$ cat src/rtl/rv32_d_regfile_mp.sv
// Parametrised multi-port register file with clear engine and write bypass.
// Ports: clk_i, rst_ni, clear_req_i, clear_busy_o, we_i/waddr_i/wdata_i, raddr_i/rdata_o.
module rv32_d_regfile_mp #(
  parameter int XLEN     = 32,
  parameter int DEPTH    = 32,
  parameter int NUM_RD   = 2,
  parameter int NUM_WR   = 1,
  parameter int ZERO_REG = 1,
  parameter int BYPASS   = 1,
  localparam int AW      = $clog2(DEPTH)
) (
  input  logic                     clk_i,
  input  logic                     rst_ni,
  input  logic                     clear_req_i,
  output logic                     clear_busy_o,
  input  logic [NUM_WR-1:0]        we_i,
  input  logic [NUM_WR*AW-1:0]     waddr_i,
  input  logic [NUM_WR*XLEN-1:0]   wdata_i,
  input  logic [NUM_RD*AW-1:0]     raddr_i,
  output logic [NUM_RD*XLEN-1:0]   rdata_o
);

  localparam logic [AW-1:0] FIRST = (ZERO_REG != 0) ? AW'(1) : '0;
  localparam logic [AW-1:0] LAST  = AW'(DEPTH - 1);

  typedef enum logic {
    IDLE  = 1'b0,
    CLEAR = 1'b1
  } state_e;

  state_e          state_q, state_d;
  logic [AW-1:0]   cnt_q, cnt_d;
  logic [XLEN-1:0] mem_q [DEPTH];
  logic            busy;

  assign busy         = (state_q == CLEAR);
  assign clear_busy_o = busy;

  always_ff @(posedge clk_i or negedge rst_ni) begin
    if (!rst_ni) begin
      state_q <= CLEAR;
      cnt_q   <= FIRST;
    end else begin
      state_q <= state_d;
      cnt_q   <= cnt_d;
    end
  end

  always_comb begin
    state_d = state_q;
    cnt_d   = cnt_q;
    unique case (state_q)
      IDLE: begin
        if (clear_req_i) begin
          state_d = CLEAR;
          cnt_d   = FIRST;
        end
      end
      CLEAR: begin
        cnt_d = cnt_q + AW'(1);
        if (cnt_q == LAST) state_d = IDLE;
      end
      default: state_d = IDLE;
    endcase
  end

  // Storage has no reset; the clear engine zeroes it row by row.
  // Row 0 is never written when ZERO_REG is set and is trimmed away.
  // Later write ports overwrite earlier ones on an address collision.
  always_ff @(posedge clk_i) begin
    if (busy) begin
      mem_q[cnt_q] <= '0;
    end else begin
      for (int k = 0; k < NUM_WR; k++) begin
        if (we_i[k] &&
            (ZERO_REG == 0 || waddr_i[k*AW +: AW] != '0)) begin
          mem_q[waddr_i[k*AW +: AW]] <= wdata_i[k*XLEN +: XLEN];
        end
      end
    end
  end

  always_comb begin
    rdata_o = '0;
    for (int j = 0; j < NUM_RD; j++) begin
      logic [AW-1:0]   ra;
      logic [XLEN-1:0] rd;
      ra = raddr_i[j*AW +: AW];
      rd = mem_q[ra];
      if (BYPASS != 0 && !busy) begin
        for (int k = 0; k < NUM_WR; k++) begin
          if (we_i[k] && waddr_i[k*AW +: AW] == ra)
            rd = wdata_i[k*XLEN +: XLEN];
        end
      end
      if (ZERO_REG != 0 && ra == '0) rd = '0;
      rdata_o[j*XLEN +: XLEN] = rd;
    end
  end

endmodule

$ cat config.mk
export PLATFORM = sky130hd
export DESIGN_NAME = rv32_d_regfile_mp
export DESIGN_NICKNAME = d
export VERILOG_FILES = /design/src/rtl/rv32_d_regfile_mp.sv
export SDC_FILE = /design/constraint.sdc
export NUM_CORES = 1
export LEC_CHECK = 0
export BUFFER_PORTS_ARGS = -buffer_cell sky130_fd_sc_hd__buf_2
export CORE_UTILIZATION = 50
export CTS_BUF_LIST = sky130_fd_sc_hd__clkbuf_2
export DETAILED_ROUTE_END_ITERATION = 10
export GPL_ROUTABILITY_DRIVEN = 0
export GPL_TIMING_DRIVEN = 0
export PLACE_DENSITY = 0.65
export SLEW_MARGIN = 15
export SYNTH_ARGS = -nofsm -noshare
export SYNTH_HDL_FRONTEND = slang
export SYNTH_SLANG_ARGS = --single-unit
$ cat constraint.sdc
create_clock -name clk_i -period 7.7 [get_ports clk_i]
set_clock_uncertainty 0.2 [all_clocks]
set_input_delay 1.54 -clock clk_i [delete_from_list [all_inputs] [get_ports clk_i]]
set_output_delay 1.54 -clock clk_i [all_outputs]
set_load 0.1 [all_outputs]
==> results.md, run 1 <==
- Status: complete, but fails checks
- Violated checks: setup timing
- Startpoint Class: input port
- Worst-margin pin slew: 1.28 ns
- Critical Path End Type: output pin
- Register area: 30900 sq um
- Row Count: 114
- DR DRC count: 0
- Final setup vio count: 7
- TritonCTS Buffers: ~280
- Starting density of the core: 0.508
- DIE HEIGHT: 316 um
- DR iter-0 viols: 4679
- Most frequent cells in the layout: 1024 x edfxtp_1, 391 x clkbuf_2, 378 x mux2i_1
- Number of routed nets with antenna violations: 0
- CTS root buffer: clkbuf_2
- Io pins: 116
- Synth-to-layout area growth: 11.4%
- Clock-pin slew on the worst setup and hold paths: 0.11 ns
- # H-tree levels: 5
- Overall power: 0.0142 W
- Slowest-stage cell, CP: clkbuf_1
- CTS sink count: roughly 1.0k
- Share of cells above drive strength 1: 0.309
- Largest net degree at the start of global routing: 33
- CTS tree: built
- Via count: ~33k
- Global-route wire length before repair: 238 mm
- Total track usage: 0.343
- # fillers: around 7.7k
- Crit path max fanout: 10
- Max-slew violation count: 0
- Tmin final: 7.84 ns
- Synth Register Bits: about 1.0k
- Crit path cell chain: clkbuf_1 -> nor2_2 -> clkbuf_1 -> clkbuf_1 -> a221oi_1 -> o221ai_1 -> o311ai_1 -> buf_2
- Layout net count: 3324
- PwrDens: 258 nW/um^2
- Slew Limit Headroom: 0.150
- Pre-Repair DR Iteration Count: 6
- Final Worst Setup Slack: -0.143 ns
- Most common cell after layout, fill and taps aside: edfxtp_1
- Peak VDD IR: 0.000147 V
- Async S/R FF share, synth: 0.00583
- Fin. Hold Viols: 0
- Syn Inst Count: 2841
- Most frequent CP cell: clkbuf_1
- Max-cap viol count: 0
- Vias in the first global route: 33.8k
- Synthesized area: 49400 sq um
- Post-synth cell types: 54
- Fin util: 0.566
- Worst skew pair latency: 1.49 ns
- Required @ worst endpoint: between 5 and 6 ns
- Core Area: 97300 sq um
- Area after DPL: 52700 sq um
- Syn Area/Cell: ~17 sq um
- Hold crit path type: input port to async pin
- WL/cell: 36.4 um
- Multi-input logic area: about 18000 sq um
- Post-synthesis sequential area ratio: 0.625
- Crit path kind: input port to output pin
- Post-synth EDFFs: 1024
- RSZ-0062 raised after global routing: yes
- Clk buf depth: 4
- Post-route cell area: about 55000 sq um
- Die W: 316 um
- WP data arrival: 6.10 ns
- Most common flop cell mapped by yosys: edfxtp_1
- Period utilization: 1.02
- Post-Route WL: between 150 and 200 mm
- Syn nets: 2894
- Number of port buffers: roughly 110
- F_max: 0.128 GHz
- Pre-CTS WS: -0.0531 ns
- Vias/cell: 7.06
- Die Footprint: about 100000 sq um
- Total gr overflow: 0
- YS warnings: 0
- Crit-path max cell delay: 0.82 ns
- Initial antenna violation count: 7
- DPL Wire Length: 121 mm
- Setup TNS: -0.560 ns
- P_leak: roughly 19 nW
cell type report:
type / count / area share
Sequential cell: 1030 / 0.561
Multi-Input combinational cell: 1573 / 0.321
Clock buffer: 384 / 0.0349
Tap cell: 1276 / 0.0290
Timing Repair Buffer: 147 / 0.0261
Buffer: 235 / 0.0205
Clock inverter: 67 / 0.00675
Antenna cell: 8 / 0.000364
Inverter: 3 / 0.000205
cell usage after synthesis (4+ instances only):
| cell | number | area share |
|---|---|---|
| a211oi_1 | 6 | 0.00091 |
| a21oi_1 | 66 | 0.0067 |
| a221o_1 | 60 | 0.012 |
| a221oi_1 | 127 | 0.023 |
| a22oi_1 | 33 | 0.0050 |
| and2_1 | 33 | 0.0042 |
| buf_1 | 10 | 0.00076 |
| buf_2 | 53 | 0.0054 |
| buf_4 | 22 | 0.0033 |
| buf_6 | 12 | 0.0027 |
| clkbuf_1 | 137 | 0.010 |
| dfrtp_1 | 4 | 0.0020 |
| edfxtp_1 | 1024 | 0.62 |
| mux2i_1 | 378 | 0.077 |
| mux4_2 | 355 | 0.16 |
| nand2_1 | 87 | 0.0066 |
| nand2b_1 | 34 | 0.0043 |
| nand3_1 | 4 | 0.00040 |
| nor2_1 | 71 | 0.0054 |
| nor2b_1 | 71 | 0.0090 |
| nor3_1 | 5 | 0.00051 |
| nor3b_1 | 34 | 0.0052 |
| o21a_1 | 32 | 0.0049 |
| o21ai_0 | 34 | 0.0034 |
| o21ai_1 | 9 | 0.00091 |
| o221ai_1 | 28 | 0.0050 |
| o311ai_1 | 34 | 0.0060 |
| or2_1 | 28 | 0.0035 |
| or2_2 | 4 | 0.00051 |
| xnor2_1 | 10 | 0.0018 |
metal layers:
| layer | vias up | wire length, um | track usage |
|---|---|---|---|
| met4 | 2 | 9450 | 0.174 |
| met1 | 17100 | 60500 | 0.430 |
| li1 | 13000 | - | - |
| met3 | 612 | 22900 | 0.122 |
| met5 | - | 13 | 0 |
| met2 | 2668 | 78900 | 0.528 |
through the flow:
stage	cells	hold WS, ns
final	4723	0.176
after detailed placement	4262	0.405
after global routing	4716	0.162
after floorplan	2841	0.352
after global placement	4223	0.373
after CTS	4715	0.0733
flip-flops by register name, summed over array words and instances, names as in the netlist:
register and count:
mem_q 1024, cnt_q 5, clear_busy_o 1
worst paths after layout:
| path | start | slack (ns) | depth (start not counted) | end |
|---|---|---|---|---|
| max | raddr_i[7] | -0.14 | 8 | rdata_o[49] |
| min | rst_ni | 0.18 | 2 | cnt_q[2] |
| max reg2reg | clear_busy_o | 3.89 | 8 | mem_q[3][8] |
| min reg2reg | cnt_q[0] | 0.44 | 1 | cnt_q[0] |
| max in group asynchronous | rst_ni | 6.89 | 2 | clear_busy_o |
| min in group clk_i | cnt_q[0] | 0.44 | 1 | cnt_q[0] |
logic make-up (layout without fill, tap and decap cells):
family / count (synthesis) / in the layout / synth area share
adders and majority gates: 2 / 2 / 0.000506
buffers and inverters: 238 / 836 / 0.0229
xor gates and xnor gates: 12 / 12 / 0.00213
and+or+nand+nor: 380 / 380 / 0.0408
other: 0 / 8 / 0
muxes: 735 / 735 / 0.239
AOI/OAI and AO/OA: 444 / 444 / 0.0698
DFF: 1030 / 1030 / 0.625
worst max-delay path, delay by kind of cell:
| kind | cells | cell delay, ns |
|---|---|---|
| AO/OA/AOI/OAI | 3 | 1.42 |
| buffers and inverters | 4 | 2.30 |
| AND/OR/NAND/NOR | 1 | 0.79 |
report_power, final:
| part | internal [W] | switching [W] |
|---|---|---|
| logic | 0.00103 | 0.00221 |
| clock network | 0.00147 | 0.00228 |
| registers | 0.00693 | 0.000283 |
repair_timing:
action,4_1_cts,5_1_grt
cloned,0,0
hold buffers,2,0
endpoints found under the setup margin,3,9
setup buffers,0,0
pin swaps,0,0
resized for setup,1,8
hold endpoints to repair,7,0
Note: power is estimated with default switching activity, not from simulation.
==> run 2: changes to the inputs <==
Settings changed: CORE_MARGIN set to 2, RECOVER_POWER set to 25.
==> run 2 against run 1 <==
The run ends with capacitance limit, slew limit, setup timing left. Wire length is 0.60% lower. Sequential share of layout area is 0.56 points higher. Die area is 1.3% higher. Largest power group unchanged. Flip-flop and latch count stayed put. Power is 1.9% lower. Sequential power hardly changed. Largest cell class unchanged.
==> results.md, run 2 (synthesis gave the netlist of run 1 again) <==
- CTS tree: built
- Clk buf depth: 4
- Vias/cell: 7.05
- Setup Buffers After CTS: 0
- Io pins: 116
- Startpoint Class: input port
- DR DRC count: 0
- Pre-Repair DR Iteration Count: 7
- Most frequent cells in the layout: 1024 x edfxtp_1, 379 x clkbuf_2, 378 x mux2i_1
- Core Area: 98100 sq um
- Total gr overflow: 0
- Most common cell after layout, fill and taps aside: edfxtp_1
- CTS sink count: 1030
- Crit path cell chain: clkbuf_1 -> nor2_2 -> clkbuf_1 -> clkbuf_1 -> a221oi_1 -> o221ai_1 -> o311ai_1 -> buf_2
- TritonCTS Buffers: between 200 and 300
- Final setup vio count: 1
- Max-cap viol count: 25
- Hold Crit Depth: 2
- Clock-pin slew on the worst setup and hold paths: 0.10 ns
- Vias in the first global route: 33.9k
- Die W: 318 um
- Number of port buffers: roughly 110
- # H-tree levels: 5
- Slew Limit Headroom: -0.569
- Crit-path max cell delay: 0.84 ns
- DPL Wire Length: 120 mm
- DR iter-0 viols: 4398
- Final hold slack: 0.129 ns
- Final Worst Setup Slack: -0.173 ns
- Largest reg by FF count: mem_q
- Hold crit path type: input port to register
- R2R cell count: 6
- P_leak: 18.5 nW
- Post-Route WL: 171 mm
- DP Cell Count: approximately 4.3k
- Tmin final: 7.87 ns
- Largest net degree at the start of global routing: 33
- WL/cell: 36.3 um
- Critical Path End Type: output pin
- Slowest-stage cell, CP: clkbuf_1
- Initial antenna violation count: 7
- Peak VDD IR: between 0.0001 and 0.00015 V
- Setup TNS: -0.173 ns
- Max reg flops: 1024
- Fin. Hold Viols: 0
- WP data arrival: 6.13 ns
- Max-slew violation count: ~630
- Status: complete, but fails checks
- CTS root buffer: clkbuf_2
- Most frequent CP cell: clkbuf_1
- Via count: 33.2k
- Worst skew pair latency: 1.46 ns
- Starting density of the core: 0.504
- Row Count: 115
- F_max: between 0.1 and 0.15 GHz
- Violated checks: capacitance limit, slew limit, setup timing
- PwrDens: 256 nW/um^2
- RSZ-0062 raised after global routing: no
- Synth-to-layout area growth: 10.3%
- Global-route wire length before repair: 238 mm
- Die Footprint: 101000 sq um
- Number of routed nets with antenna violations: 0
- Layout net count: between 3k and 4k
- Final std cells w/o fill: 4703
- Crit path kind: input port to output pin
- Required @ worst endpoint: 5.96 ns
- Total track usage: 0.335
- DIE HEIGHT: roughly 320 um
- Worst-margin pin slew: 2.34 ns
- Share of cells above drive strength 1: 0.294
- Crit path max fanout: 10
- Period utilization: 1.02
==> run 2: worst max-delay path, delay by kind of cell <==
family / cells / cell delay [ns]
compound gates: 3 / 1.49
simple gates: 1 / 0.79
buf+inv: 4 / 2.29
==> run 2: where the power goes <==
part / leakage [nW] / switching [W] / internal (W) / total, W
logic: 7.36 / 0.00217 / 0.000977 / 0.00314
clock network: 1.68 / 0.00222 / 0.00134 / 0.00356
registers: 9.47 / 0.000284 / 0.00694 / 0.00723
total: 18.5 / 0.00467 / 0.00927 / 0.0139
==> run 2: worst paths after layout <==
check / startpoint / to / slack, ns
min: clear_req_i / cnt_q[3] / 0.13
max reg2reg: clear_busy_o / mem_q[7][7] / 2.73
min reg2reg: cnt_q[3] / cnt_q[3] / 0.46
max: raddr_i[7] / rdata_o[49] / -0.17
min in group asynchronous: rst_ni / cnt_q[1] / 0.26
max in group asynchronous: rst_ni / clear_busy_o / 6.73
==> run 2: layout make-up <==
cell class | instances | area, sq um
Fill cell | 7769 | 43600
Sequential cell | 1030 | 30900
Multi-Input combinational cell | 1573 | 17600
Clock buffer | 371 | 1860
Tap cell | 1287 | 1610
Timing Repair Buffer | 142 | 1150
Buffer | 234 | 1140
Clock inverter | 54 | 264
Antenna cell | 9 | 22.5
Inverter | 3 | 11.3
==> run 2: timing repair <==
| action | 4_1_cts | 5_1_grt |
|---|---|---|
| cloned | 0 | 0 |
| resized for setup | 1 | 15 |
| hold buffers | 1 | 0 |
| pin swaps | 0 | 0 |
| hold endpoints to repair | 6 | 0 |
| endpoints found under the setup margin | 1 | 5 |
==> run 2: metal layers <==
| layer | vias up | share of wire | wire, um | GRT usage |
|---|---|---|---|---|
| met3 | 550 | 0.13 | 22800 | 0.124 |
| met2 | 2537 | 0.46 | 78500 | 0.514 |
| met4 | 2 | 0.052 | 8830 | 0.169 |
| li1 | 12900 | - | - | - |
| met5 | - | 0.000076 | 13 | 0 |
| met1 | 17100 | 0.35 | 60600 | 0.421 |
==> run 2: per-stage QoR <==
stage | cell area, sq um | util | setup slack [ns] | total power [W]
floorplan | 49400 | - | 0.812 | 0.00918
global placement | 51600 | 0.526 | -0.0419 | 0.0102
detailed placement | 52500 | 0.535 | -0.0322 | 0.0105
CTS | 54700 | 0.557 | 0.0224 | 0.0139
global route | 54500 | 0.555 | 0.0701 | 0.0144
finish | 54500 | 0.556 | -0.173 | 0.0139
